### src/rtl/card_pkg.sv
// Shared constants, state encoding and draw-mask helper for the card shuffler.
package card_pkg;

    localparam int unsigned N_CARDS = 16;
    localparam int unsigned CARD_W  = 4;
    localparam int unsigned LFSR_W  = 16;
    localparam int unsigned IDX_W   = 4;
    localparam int unsigned FLAT_W  = N_CARDS * CARD_W;

    localparam logic [LFSR_W-1:0] LFSR_TAPS    = 16'hB400;
    localparam logic [LFSR_W-1:0] DEFAULT_SEED = 16'hACE1;
    localparam logic [FLAT_W-1:0] IDENTITY     = 64'hFEDCBA9876543210;

    typedef enum logic [1:0] {
        IDLE    = 2'd0,
        INIT    = 2'd1,
        SHUFFLE = 2'd2,
        DONE    = 2'd3
    } shuf_state_t;

    // Smallest all-ones value that covers index i, so the masked draw spans 0..mask.
    function automatic logic [IDX_W-1:0] draw_mask(input logic [IDX_W-1:0] i);
        if (i >= 4'd8)      return 4'd15;
        else if (i >= 4'd4) return 4'd7;
        else if (i >= 4'd2) return 4'd3;
        else                return 4'd1;
    endfunction

endpackage

### src/rtl/card_lfsr.sv
// 16-bit Galois LFSR (right-shifting) with synchronous active-low reset and parallel load.
module card_lfsr
    import card_pkg::*;
#(
    parameter logic [15:0] SEED = DEFAULT_SEED
) (
    input  logic        clk,
    input  logic        rst,
    input  logic        load,
    input  logic [15:0] load_val,
    output logic [15:0] q
);

    // Load wins over the free-running advance.
    always_ff @(posedge clk) begin
        if (!rst) begin
            q <= SEED;
        end else if (load) begin
            q <= load_val;
        end else begin
            q <= {1'b0, q[15:1]} ^ (q[0] ? LFSR_TAPS : 16'h0000);
        end
    end

endmodule

### src/rtl/card_shuffler.sv
// Fisher-Yates style 16-card shuffler driven by a free-running LFSR.
// Optional macro CARD_SHUFFLER_SEED_IN_EN adds a seed input loaded on start acceptance.
module card_shuffler
    import card_pkg::*;
#(
    parameter logic [15:0] LFSR_RESET_SEED = DEFAULT_SEED,
    parameter int unsigned MAX_REJECT      = 8
) (
    input  logic        clk,
    input  logic        rst,
    input  logic        start,
    output logic [63:0] pos_flat,
    output logic        valid,
    output logic        busy,
    output logic        done
`ifdef CARD_SHUFFLER_SEED_IN_EN
    ,
    input  logic [15:0] seed
`endif
);

    localparam int unsigned REJ_W = $clog2(MAX_REJECT + 1);

    shuf_state_t state, state_next;

    logic [IDX_W-1:0]  idx, idx_next;
    logic [REJ_W-1:0]  rej, rej_next;
    logic [FLAT_W-1:0] pos_next;
    logic              valid_next;
    logic              busy_next;
    logic              done_next;

    logic [15:0]       lfsr_q;
    logic [11:0]       lfsr_hi_unused;
    logic [3:0]        lfsr_nib;
    logic              lfsr_load;
    logic [15:0]       lfsr_load_val;

    logic [IDX_W-1:0]  mask;
    logic [IDX_W-1:0]  j_raw;
    logic [IDX_W-1:0]  j;
    logic              force_draw;
    logic              accept;

    // Only the low nibble feeds the draw.
    assign {lfsr_hi_unused, lfsr_nib} = lfsr_q;

`ifdef CARD_SHUFFLER_SEED_IN_EN
    assign lfsr_load     = (state == IDLE) && start;
    assign lfsr_load_val = (seed == 16'h0000) ? LFSR_RESET_SEED : seed;
`else
    assign lfsr_load     = 1'b0;
    assign lfsr_load_val = LFSR_RESET_SEED;
`endif

    card_lfsr #(
        .SEED     (LFSR_RESET_SEED)
    ) u_lfsr (
        .clk      (clk),
        .rst      (rst),
        .load     (lfsr_load),
        .load_val (lfsr_load_val),
        .q        (lfsr_q)
    );

    // Draw stage: masked LFSR pick, halved and force-accepted after too many rejects.
    always_comb begin
        mask       = draw_mask(idx);
        j_raw      = lfsr_nib & mask;
        force_draw = (rej == REJ_W'(MAX_REJECT));
        j          = force_draw ? (j_raw >> 1) : j_raw;
        accept     = force_draw || (j <= idx);
    end

    // Next-state and next-output logic.
    always_comb begin
        state_next = state;
        pos_next   = pos_flat;
        idx_next   = idx;
        rej_next   = rej;
        valid_next = valid;
        busy_next  = busy;
        done_next  = 1'b0;

        case (state)
            IDLE: begin
                if (start) begin
                    state_next = INIT;
                    busy_next  = 1'b1;
                end
            end
            INIT: begin
                pos_next   = IDENTITY;
                valid_next = 1'b0;
                idx_next   = 4'd15;
                rej_next   = '0;
                state_next = SHUFFLE;
            end
            SHUFFLE: begin
                if (accept) begin
                    pos_next[{idx, 2'b00} +: CARD_W] = pos_flat[{j, 2'b00} +: CARD_W];
                    pos_next[{j, 2'b00} +: CARD_W]   = pos_flat[{idx, 2'b00} +: CARD_W];
                    idx_next = idx - 4'd1;
                    rej_next = '0;
                    if (idx == 4'd1) begin
                        state_next = DONE;
                        done_next  = 1'b1;
                        valid_next = 1'b1;
                        busy_next  = 1'b0;
                    end
                end else begin
                    rej_next = rej + 1'b1;
                end
            end
            DONE: begin
                state_next = IDLE;
            end
            default: begin
                state_next = IDLE;
            end
        endcase
    end

    // State and output registers.
    always_ff @(posedge clk) begin
        if (!rst) begin
            state    <= IDLE;
            pos_flat <= IDENTITY;
            valid    <= 1'b0;
            busy     <= 1'b0;
            done     <= 1'b0;
            idx      <= 4'd15;
            rej      <= '0;
        end else begin
            state    <= state_next;
            pos_flat <= pos_next;
            valid    <= valid_next;
            busy     <= busy_next;
            done     <= done_next;
            idx      <= idx_next;
            rej      <= rej_next;
        end
    end

endmodule

### config.mk
export PLATFORM = sky130hd
export DESIGN_NAME = card_shuffler
export DESIGN_NICKNAME = d
export VERILOG_FILES = /design/src/rtl/card_pkg.sv /design/src/rtl/card_lfsr.sv /design/src/rtl/card_shuffler.sv
export SDC_FILE = /design/constraint.sdc
export NUM_CORES = 1
export LEC_CHECK = 0
export ABC_CLOCK_PERIOD_IN_PS = 4600
export CORE_MARGIN = 2
export CORE_UTILIZATION = 40
export DETAILED_ROUTE_END_ITERATION = 16
export DONT_BUFFER_PORTS = 1
export GPL_ROUTABILITY_DRIVEN = 0
export GPL_TIMING_DRIVEN = 0
export HOLD_SLACK_MARGIN = 0.05
export SLEW_MARGIN = 20
export SYNTH_ARGS = -nofsm -noshare
export SYNTH_HDL_FRONTEND = slang
export SYNTH_SLANG_ARGS = --single-unit
### constraint.sdc
create_clock -name clk -period 4.6 [get_ports clk]
set_input_delay 0.92 -clock clk [delete_from_list [all_inputs] [get_ports clk]]
set_output_delay 0.92 -clock clk [all_outputs]
set_load 0.005 [all_outputs]
# --- After elaboration in Yosys (flattened, before gate mapping) ---
# Index checks and enable logic that the tools add are counted.
word_totals:
  reg_bits: 93
  inputBits: 3
  word_cells: 66
classes:
  addsub: 4
  magnitude_cmp: 4
  eq_ne: 8
  shifts: 6
  n_mux: 25
  bitwise: 2
  reduce_logical: 9
op_table:
  columns: ["operator", "n"]
  rows:
  - ["$bwmux W64", 2]
  - ["$pmux W64 S2", 1]
  - ["$shift A4 B8 Y64 const A", 2]
  - ["$shiftx A4 B8 Y64", 2]
  - ["$shiftx A64 B7 Y4", 2]
  - ["$mux W64", 1]
  - ["$mux W16", 1]
  - ["$mux W4", 4]
  - ["$neg A6 Y8", 2]
  - ["$pmux W4 S2", 2]
  - ["$xor A15 B16 Y16", 1]
  - ["$reduce_and A3 Y1", 3]
  - ["$mux W2", 4]
  - ["$pmux W2 S4", 1]
  - ["$mux W1", 6]
  - ["$ne A2 B2 Y1 const B", 3]
  - ["$add A4 B1 Y4 const B", 1]
  - ["$and A4 B4 Y4", 1]
  - ["$eq A2 B2 Y1 const B", 2]
  - ["$eq A4 B1 Y1 const B", 1]
  - ["$eq A4 B4 Y1 const B", 1]
  - ["$ge A4 B2 Y1 const B", 1]
  - ["$ge A4 B3 Y1 const B", 1]
  - ["$ge A4 B4 Y1 const B", 1]
  - ["10 further kinds", 12]

# --- Longest topological paths before layout ---
# Gate-level depths: netlist (run 1).
logic_depth:
  word_depth: 12
  mapped_depth: 18
  mapped_depth_nobuf: 15

# --- Cells and area by module ---
# A second synthesis (run 1) with hierarchy kept.
unflattened:
  cells_unflattened: 767
  area_unflattened_um2: 6302.3
modules_own_cells:
  columns: ["mod", "instances", "cells_each", "area_each_um2", "seq_area_each_um2"]
  rows:
  - ["card_shuffler", 1, 712, 5672.9, 1541.5]
  - ["card_lfsr", 1, 55, 629.4, 320.3]

# --- Least setup slack after synthesis (run 1) ---
# OpenSTA, ideal clock, no wires.
synth_timing:
  path_kind: "reg2reg"
  start: "register rej[0]"
  end: "register pos_flat[53]"
  setup_ns: 0.074
  arrival_ns: 3.495
  required_ns: 4.526
  slack_ns: 1.031
  stages_incl_launch_ff: 16
  n_path_buf: 3
  cell_sequence: "dfxtp_1 -> inv_1 -> ha_1 -> and3b_1 -> buf_4 -> buf_2 -> o21ai_0 -> ha_1 -> nor2b_1 -> o211ai_1 -> a21oi_1 -> a21boi_1 -> clkbuf_1 -> o21ai_0 -> or4_1 -> a31oi_1"
synth_between:
  elab_chain_len: 8
  word_cells_on_any_way: 15
  classes_between: "add/sub: 1; order compare: 1; eq/ne: 2; shift: 4; mux: 5; reduce/logical: 2"
synth_lines:
  columns: ["item", "line", "source"]
  rows:
  - ["start: declaration", "card_shuffler.sv:27", "logic [REJ_W-1:0] rej, rej_next;"]
  - ["start signal: assignment", "card_shuffler.sv:141", "rej <= rej_next;"]
  - ["$eq A4 B4 Y1 *", "card_shuffler.sv:70", "force_draw = (rej == REJ_W'(MAX_REJECT));"]
  - ["$mux W4", "card_shuffler.sv:71", "j = force_draw ? (j_raw >> 1) : j_raw;"]
  - ["$shiftx A64 B7 Y4", "card_shuffler.sv:101", "pos_next[{idx, 2'b00} +: CARD_W] = pos_flat[{j, 2'b00} +: CARD_W];"]
  - ["$shiftx A4 B8 Y64", "card_shuffler.sv:101", null]
  - ["$bwmux W64", "card_shuffler.sv:101", null]
  - ["$bwmux W64", "card_shuffler.sv:102", "pos_next[{j, 2'b00} +: CARD_W] = pos_flat[{idx, 2'b00} +: CARD_W];"]
  - ["$mux W64", "card_shuffler.sv:100", "if (accept) begin"]
  - ["$pmux W64 S2", "card_shuffler.sv:85", "case (state)"]
  - ["end signal: assignment", "card_shuffler.sv:136", "pos_flat <= pos_next;"]
  - ["end: declaration", "card_shuffler.sv:12", "output logic [63:0] pos_flat,"]
# Mark *: on every way between the ends. The rest lies on a longest branch, timed or not. The select of a mux whose other input is x is not followed.
# A chain may end at the register's enable or synchronous reset.

# --- Final worst setup path (run 1) ---
layout_timing:
  start: "register rej[0]"
  end: "register pos_flat[57]"
# The elaborated chain is that of the path after synthesis.

==> insert_results.sql, run 1 <==
INSERT INTO impl_metrics (metric_group, metric, value, unit) VALUES
('power_and_ir_drop', 'p_leak', '2.38', 'nW'),
('clocking', 'clk_pin_slew', '60', 'ps'),
('clocking', 'tritoncts_num_sinks', '93', ''),
('drt', 'drt_drc_violations_left', '0', ''),
('clocking', 'cts_made_buffers', '9', ''),
('global_route', 'antenna_found_initial', '0', ''),
('finish', 'final.fill_count', '1512', ''),
('synthesis', 'synthCells', '745', ''),
('floorplanning', 'coreArea', '15100', 'sq um'),
('place', 'placed_cell_area', '6380', 'sq um'),
('place', 'port-buffer-count', '0', ''),
('synthesis', 'mappedNetlistArea', '6140', 'sq um'),
('synthesis', 'synth_fp_nets', '765', ''),
('critical_path', 'slowest_cp_cell', 'o21ai_1', ''),
('synthesis', 'synth_flop_cell', 'dfxtp_1', ''),
('critical_path', 'setup.worst_path.end_class', 'flop', ''),
('synthesis', 'avgSynthCellArea', '8.24', 'sq um'),
('clocking', 'clkLatencyLatePin', '370', 'ps'),
('floorplanning', 'std_cell_rows', '45', ''),
('critical_path', 'crit_path_cell_trace', 'inv_1 > ha_1 > and3b_1 > buf_4 > buf_2 > o21ai_1 > ha_1 > nor2b_1 > o211ai_1 > a21oi_2 > a21bo_2 > nor2_1 > clkbuf_2 > nand2_1 > o32a_1', ''),
('clocking', 'cts_root_buf', 'clkbuf_16', ''),
('synthesis', 'yosys_register_bits', '93', ''),
('finish', 'layout.nets', '776', ''),
('drt', 'vias_per_inst', '7.27', ''),
('drt', 'drt_iter0_markers', '1314', ''),
('synthesis', 'netlist.top_cell.by_area', 'dfxtp_1', ''),
('drt', 'drtPass1Iterations', '6', ''),
('timing', 'timing.final.crit_share', '96.9', '%'),
('status', 'status', 'completed', ''),
('drt', 'dr_total_vias', '6902', ''),
('global_route', 'pin_count_of_the_biggest_net_entering_global_routing', '15', ''),
('place', 'dp_hpwl', '19800', 'um'),
('timing', 'timing_max_transition_violations_final', '0', ''),
('synthesis', 'ys_seq_area_share', '30.3', '%'),
('critical_path', 'cp-start-kind', 'flop', ''),
('critical_path', 'timing.critical_path.fanout_max', '10', ''),
('floorplanning', 'chip_height', '128', 'um'),
('hold_path', 'worstHoldPathType', 'flop to flop', ''),
('critical_path', 'cpMostUsedCell', 'ha_1', ''),
('synthesis', 'post_synth_main_area_contributors', 'dfxtp_1 30%, mux4_2 7.0%, nand2_1 5.1%', ''),
('critical_path', 'cp_slowest_stage_delay', '520', 'ps'),
('floorplanning', 'floorplan.initialDensity', '40.7', '%'),
('timing', 'period_needed', '4460', 'ps'),
('finish', 'area.growth.synth_to_final', '9.17', '%'),
('drt', 'wl', '26900', 'um'),
('clocking', 'tritoncts_clock_tree', 'built', ''),
('power_and_ir_drop', 'peakVddDrop', '222', 'uV'),
('clocking', 'cts_buffer_depth', '2', ''),
('timing', 'grt_setup_unrepaired', 'false', ''),
('synthesis', 'ys_warn_count', '0', ''),
('global_route', 'global_route.usage.total', '32.7', '%'),
('synthesis', 'yosysTopAreaCellShare', '30.3', '%'),
('global_route', 'globalRouteOverflowTotal', '0', ''),
('timing', 'final.setup_skew', '13.4', 'ps'),
('finish', 'layout.cell_area.non_filler', '6710', 'sq um'),
('floorplanning', 'floorplan.die.width', '128', 'um'),
('timing', 'setup_viol_count_final', '0', ''),
('critical_path', 'required_arrival_time_at_the_worst_endpoint', '4850', 'ps'),
('timing', 'tightestPinTransition', '1100', 'ps'),
('clocking', 'htreeDepth', '3', ''),
('timing', 'final_hold_viol_count', '0', ''),
('global_route', 'global_route_wire_length_before_repair', '39800', 'um'),
('critical_path', 'criticalPathCategory', 'flop to flop', ''),
('floorplanning', 'number_of_top_level_pins', '70', ''),
('global_route', 'grt_pass1_vias', '6451', ''),
('job', 'maxCapViolations', '0', ''),
('synthesis', 'number_of_enable_flip_flop_cells_after_synthesis', '0', ''),
('power_and_ir_drop', 'pwr_density_cell', '415', 'nW/um^2'),
('drt', 'avgRoutedWirePerCell', '28.4', 'um'),
('power_and_ir_drop', 'p_total', '2.78', 'mW'),
('floorplanning', 'fp.dieArea', '16400', 'sq um'),
('finish', 'layout-drive-gt1-share', '12.1', '%'),
('synthesis', 'post_synth_num_cell_types', '78', ''),
('critical_path', 'critical_path_arrival', '4710', 'ps'),
('synthesis', 'synthArstFlopShare', '0', '%'),
('timing', 'max_freq', '224', 'MHz'),
('timing', 'max-slew-margin-rel', '26.9', '%'),
('drt', 'final_antenna_net_count', '0', '');
[registers in the layout, indices dropped and copies added, names as in the netlist]
register	count
busy	1
done	1
idx	4
pos_flat	64
rej	4
state	2
u_lfsr.q	16
valid	1
[cells by family after synthesis]
family	after synthesis	share of synthesized area (%)
buffers and inverters	74	5.30
AOI/OAI and AO/OA	236	27.7
muxes	38	10.4
DFF	93	30.3
and+or+nand+nor	279	21.7
adders and majority gates	17	3.46
xor gates and xnor gates	8	1.14
[worst max-delay path, delay by kind of cell (launching register included)]
kind / cells / cell delay, ps
compound gates: 5 / 1500
simple gates: 4 / 980
buf+inv: 4 / 890
fa+ha+maj: 2 / 570
flops: 1 / 390
[final cells by class]
class                      instances  area (sq um)  area share, %
multi-input combinational        578          3960           59.1
sequential                        93          1860           27.8
clock buffer                      11           243           3.62
tap                              188           235           3.51
buffer                            48           229           3.41
inverter                          26          98.8           1.47
clock inverter                     4          72.6           1.08
antenna                            1          2.50         0.0373
[metrics by stage]
stage                     hold WS (ps)  TNS, ps  util (%)  std cells  worst slack [ps]
after floorplan                    386        0         -        745              1030
after global placement             391    -2060      42.3        933              -229
after detailed placement           392    -2530      42.3        933              -241
after CTS                          414        0      44.4        948              29.3
after global routing               423        0      44.4        948              25.7
final                              409        0      44.4        949               143
[per-layer routing]
layer | GRT usage [%] | vias up | part of all wire [%]
met5 | 0 | - | 0
met4 | 21.1 | 0 | 7.5
met3 | 12.0 | 171 | 16
met2 | 46.0 | 672 | 40
met1 | 42.1 | 3210 | 37
li1 | - | 2849 | -
[report_power, final]
| part | internal, mW | switching, mW | total [mW] |
|---|---|---|---|
| combinational | 0.316 | 0.714 | 1.03 |
| clock | 0.487 | 0.326 | 0.813 |
| sequential | 0.861 | 0.0750 | 0.936 |
| total | 1.66 | 1.12 | 2.78 |
[Yosys cell counts (5+ instances only)]
library cell,instances
xnor2_1,5
nor2b_1,6
a31oi_1,13
and2_1,15
inv_1,23
dfxtp_1,93
a21oi_1,35
o21a_1,12
nand4_1,13
a211oi_1,7
and3_1,9
o32ai_1,9
nand2_1,84
o22a_1,7
nand3_1,37
ha_1,17
a22oi_1,5
o21ai_0,39
nor3_1,17
clkbuf_1,21
nand2b_1,11
o22ai_1,15
a31o_2,5
nor2_1,63
a21o_1,5
o221ai_1,22
o211ai_1,11
mux2i_1,15
o32a_1,7
buf_2,19
mux4_2,19
[cells in the final DEF, fill, tap and decap left out, types with 6 or more instances in the layout]
master and n:
nor2b_1 6, clkbuf_1 20, nand3_1 37, and3_1 9, o221ai_1 22, and2_1 15, dfxtp_1 93, a21oi_1 34
a211oi_1 7, o21a_1 12, nor2_1 63, nand2b_1 11, ha_1 17, o22a_1 7, nand2_1 84, mux4_2 19
buf_2 19, mux2i_1 15, inv_1 23, nand4_1 13, o22ai_1 15, o32a_1 7, o21ai_0 38, nor3_1 17
clkbuf_16 9, a31oi_1 13, o211ai_1 11, o32ai_1 9
[path summary, 6_finish.rpt]
path         depth (start not counted)                         to                   start  slack [ps]
min reg2reg                          1     u_lfsr.q[6]$_SDFF_PN1_  u_lfsr.q[7]$_SDFF_PN1_         410
max                                 15  pos_flat[57]$_SDFFE_PN1P_     rej[0]$_SDFFE_PN0P_         140
min                                  1     u_lfsr.q[6]$_SDFF_PN1_  u_lfsr.q[7]$_SDFF_PN1_         410
max reg2reg                         15  pos_flat[57]$_SDFFE_PN1P_     rej[0]$_SDFFE_PN0P_         140
[what timing repair did]
action	in CTS	in global routing
gates resized for setup	2	4
endpoints found under the setup margin	22	49
endpoints found under the hold margin	0	0
hold buffers	0	0
buffers inserted	0	0
Power figures use the tool's default switching activity.
==> run 2, diff against run 1 <==
--- a/config.mk
+++ b/config.mk
@@ -5,13 +5,12 @@
 export SDC_FILE = /design/constraint.sdc
 export NUM_CORES = 1
 export LEC_CHECK = 0
-export ABC_CLOCK_PERIOD_IN_PS = 4600
+export ABC_CLOCK_PERIOD_IN_PS = 5700
 export CORE_MARGIN = 2
 export CORE_UTILIZATION = 40
 export DETAILED_ROUTE_END_ITERATION = 16
 export DONT_BUFFER_PORTS = 1
 export GPL_ROUTABILITY_DRIVEN = 0
-export GPL_TIMING_DRIVEN = 0
 export HOLD_SLACK_MARGIN = 0.05
 export SLEW_MARGIN = 20
 export SYNTH_ARGS = -nofsm -noshare
==> constraint.sdc (replaced) <==
create_clock -name clk -period 5.7 [get_ports clk]
set_input_delay 1.14 -clock clk [delete_from_list [all_inputs] [get_ports clk]]
set_output_delay 1.14 -clock clk [all_outputs]
set_load 0.005 [all_outputs]
==> run 2 against run 1 <==
Non-clock buffer count is 32 lower. Clock power is 27% lower. Core utilization is 0.97 points lower. Fmax is 6.1% lower. Clock-buffer cell count stayed put. Register-to-register slack better by 810 ps. Die area stayed put. Largest power group unchanged. First-iteration DRC count is 11% lower. Sequential share of layout area is 0.62 points higher. Combinational power is 24% lower. Hold slack worse by 2.4 ps.
==> insert_results.sql, run 2 (synthesized netlist as in run 1, its figures left out) <==
INSERT INTO impl_metrics (metric_group, metric, value, unit) VALUES
('status', 'status', 'completed', ''),
('timing', 'period_needed', '4740', 'ps'),
('clocking', 'tritoncts_clock_tree', 'built', ''),
('critical_path', 'cp-startpoint', 'rej[0]$_SDFFE_PN0P_', ''),
('global_route', 'global_route.usage.total', '29.9', '%'),
('power_and_ir_drop', 'p_total', '2.14', 'mW'),
('timing', 'final.setup_skew', '8.79', 'ps'),
('clocking', 'cts_hold_buf', '0', ''),
('global_route', 'global_route_wire_length_before_repair', '36400', 'um'),
('critical_path', 'required_arrival_time_at_the_worst_endpoint', '5950', 'ps'),
('floorplanning', 'chip_height', '128', 'um'),
('critical_path', 'timing.reg2reg.setup_slack', '960', 'ps'),
('finish', 'mostFrequentLayoutCell', 'dfxtp_1', ''),
('finish', 'flip_flop_count_of_the_largest_register_all_copies_and_words_added', '64', ''),
('critical_path', 'criticalPathCategory', 'flop to flop', ''),
('finish', 'layout-drive-gt1-share', '11.0', '%'),
('finish', 'top_regs', 'pos_flat x64, u_lfsr.q x16', ''),
('power_and_ir_drop', 'pwr_density_cell', '326', 'nW/um^2'),
('floorplanning', 'floorplan.die.width', '128', 'um'),
('floorplanning', 'fp.dieArea', '16400', 'sq um'),
('critical_path', 'worst_r2r_startpoint', 'rej[0]$_SDFFE_PN0P_', ''),
('drt', 'vias_per_inst', '7.02', ''),
('finish', 'top_register', 'pos_flat', ''),
('power_and_ir_drop', 'peakVddDrop', '177', 'uV'),
('clocking', 'tritoncts_num_sinks', '93', ''),
('timing', 'final_hold_viol_count', '0', ''),
('finish', 'layout.nets', '744', ''),
('finish', 'most-common-layout-cells', '93 x dfxtp_1, 84 x nand2_1, 63 x nor2_1, 39 x o21ai_0, 37 x nand3_1', ''),
('clocking', 'cts_made_buffers', '9', ''),
('global_route', 'pin_count_of_the_biggest_net_entering_global_routing', '44', ''),
('global_route', 'grt_pass1_vias', '5959', ''),
('finish', 'num_antenna_cells', '0', ''),
('global_route', 'grt_use_met3', '12.6', '%'),
('drt', 'drtPass1Iterations', '5', ''),
('place', 'port-buffer-count', '0', ''),
('power_and_ir_drop', 'p_leak', '2.32', 'nW'),
('clocking', 'clk_pin_slew', '70', 'ps'),
('global_route', 'antenna_found_initial', '1', ''),
('clocking', 'htreeDepth', '3', ''),
('floorplanning', 'floorplan.initialDensity', '40.7', '%'),
('clocking', 'cts_buffer_depth', '2', ''),
('drt', 'avgRoutedWirePerCell', '27.0', 'um'),
('timing', 'grt_setup_unrepaired', 'false', ''),
('floorplanning', 'coreArea', '15100', 'sq um'),
('timing', 'max-slew-margin-rel', '23.5', '%'),
('drt', 'final_antenna_net_count', '0', ''),
('place', 'dp_hpwl', '18100', 'um'),
('drt', 'drt_iter0_markers', '1165', ''),
('floorplanning', 'std_cell_rows', '45', ''),
('clocking', 'clkLatencyLatePin', '360', 'ps'),
('hold_path', 'worstHoldPathType', 'flop to flop', ''),
('global_route', 'grt.busiest_layer', 'met2', ''),
('critical_path', 'worst_reg_to_reg_cells', '16', ''),
('floorplanning', 'number_of_top_level_pins', '70', ''),
('timing', 'setup_viol_count_final', '0', ''),
('critical_path', 'critical_path_arrival', '4990', 'ps'),
('drt', 'wl', '24700', 'um'),
('finish', 'area.growth.synth_to_final', '6.78', '%'),
('global_route', 'grt_util_met1', '37.0', '%'),
('critical_path', 'r2r_end', 'pos_flat[33]$_SDFFE_PN0P_', ''),
('job', 'maxCapViolations', '0', ''),
('timing', 'timing.final.crit_share', '83.2', '%'),
('global_route', 'globalRouteOverflowTotal', '0', ''),
('critical_path', 'cp-start-kind', 'flop', ''),
('critical_path', 'timing.critical_path.fanout_max', '16', ''),
('clocking', 'cts_resized', '0', ''),
('global_route', 'met2_usage_grt', '42.7', '%'),
('clocking', 'cts_root_buf', 'clkbuf_16', ''),
('drt', 'drt_drc_violations_left', '0', ''),
('clocking', 'post_cts.repair.setup_buffers', '0', ''),
('timing', 'max_freq', '211', 'MHz'),
('critical_path', 'cp-endpoint', 'pos_flat[33]$_SDFFE_PN0P_', ''),
('drt', 'dr_total_vias', '6429', ''),
('critical_path', 'setup.worst_path.end_class', 'flop', ''),
('timing', 'timing_max_transition_violations_final', '0', ''),
('timing', 'tightestPinTransition', '1150', 'ps'),
('finish', 'final.fill_count', '1535', ''),
('timing', 'timing.setup.tns', '0', 'ps');
run 2: changes by cell type in the layout (fill, tap and decap cells not counted), moves of 2 or more:
cell,previous run,this run
buf_4,4,16
clkbuf_2,2,0
buf_1,3,0
buf_2,19,0
clkbuf_1,20,2
run 2: worst min-delay path by stage:
stage	start	to	slack (ps)	depth (start not counted)
after floorplan	u_lfsr.q[12]$_SDFF_PN0_	u_lfsr.q[11]$_SDFF_PN1_	390	1
after global placement	u_lfsr.q[6]$_SDFF_PN1_	u_lfsr.q[5]$_SDFF_PN1_	390	1
after detailed placement	u_lfsr.q[8]$_SDFF_PN0_	u_lfsr.q[7]$_SDFF_PN1_	390	1
after CTS	u_lfsr.q[6]$_SDFF_PN1_	u_lfsr.q[5]$_SDFF_PN1_	410	1
after global routing	u_lfsr.q[6]$_SDFF_PN1_	u_lfsr.q[5]$_SDFF_PN1_	420	1
final	u_lfsr.q[6]$_SDFF_PN1_	u_lfsr.q[5]$_SDFF_PN1_	410	1
run 2: per-layer routing:
layer,vias up,wire (um)
met2,520,10100
met5,-,0
met3,126,3520
li1,2784,-
met4,0,1690
met1,2999,9400
run 2: worst max-delay path, stage by stage (launching register included):
cell and delay [ps]:
dfxtp_1 390, inv_1 60, ha_1 210, and3b_1 160, buf_4 200, mux2i_2 700
clkinv_2 440, ha_1 400, nand4_1 90, nand2_1 60, a21oi_1 480, a21boi_1 160
nand2_1 420, buf_4 290, nor3b_1 100, nor2b_1 160, a221o_1 290
run 2: area by class of cell:
class | count | area [sq um] | share of cell area, %
clock buffers | 11 | 233 | 3.55
clock inverters | 4 | 50.0 | 0.763
inverters | 26 | 98.8 | 1.51
multi-input cells | 578 | 3960 | 60.4
flip-flops and latches | 93 | 1860 | 28.4
well taps | 188 | 235 | 3.59
repair buffers | 16 | 120 | 1.83
run 2: stage by stage:
| step | cell area (sq um) | setup WS [ps] | util [%] | hold slack, ps | std cells |
|---|---|---|---|---|---|
| after global placement | 6270 | 1310 | 41.6 | 393 | 901 |
| final | 6560 | 956 | 43.5 | 407 | 916 |
| after detailed placement | 6280 | 1080 | 41.6 | 392 | 901 |
| after floorplan | 6140 | 2130 | - | 386 | 745 |
| after global routing | 6560 | 676 | 43.5 | 424 | 916 |
| after CTS | 6560 | 1070 | 43.5 | 409 | 916 |
run 2: report_power, final:
part	switching, mW	total [mW]	internal, mW
clock	0.257	0.593	0.337
sequential	0.0648	0.760	0.695
combinational	0.525	0.782	0.257
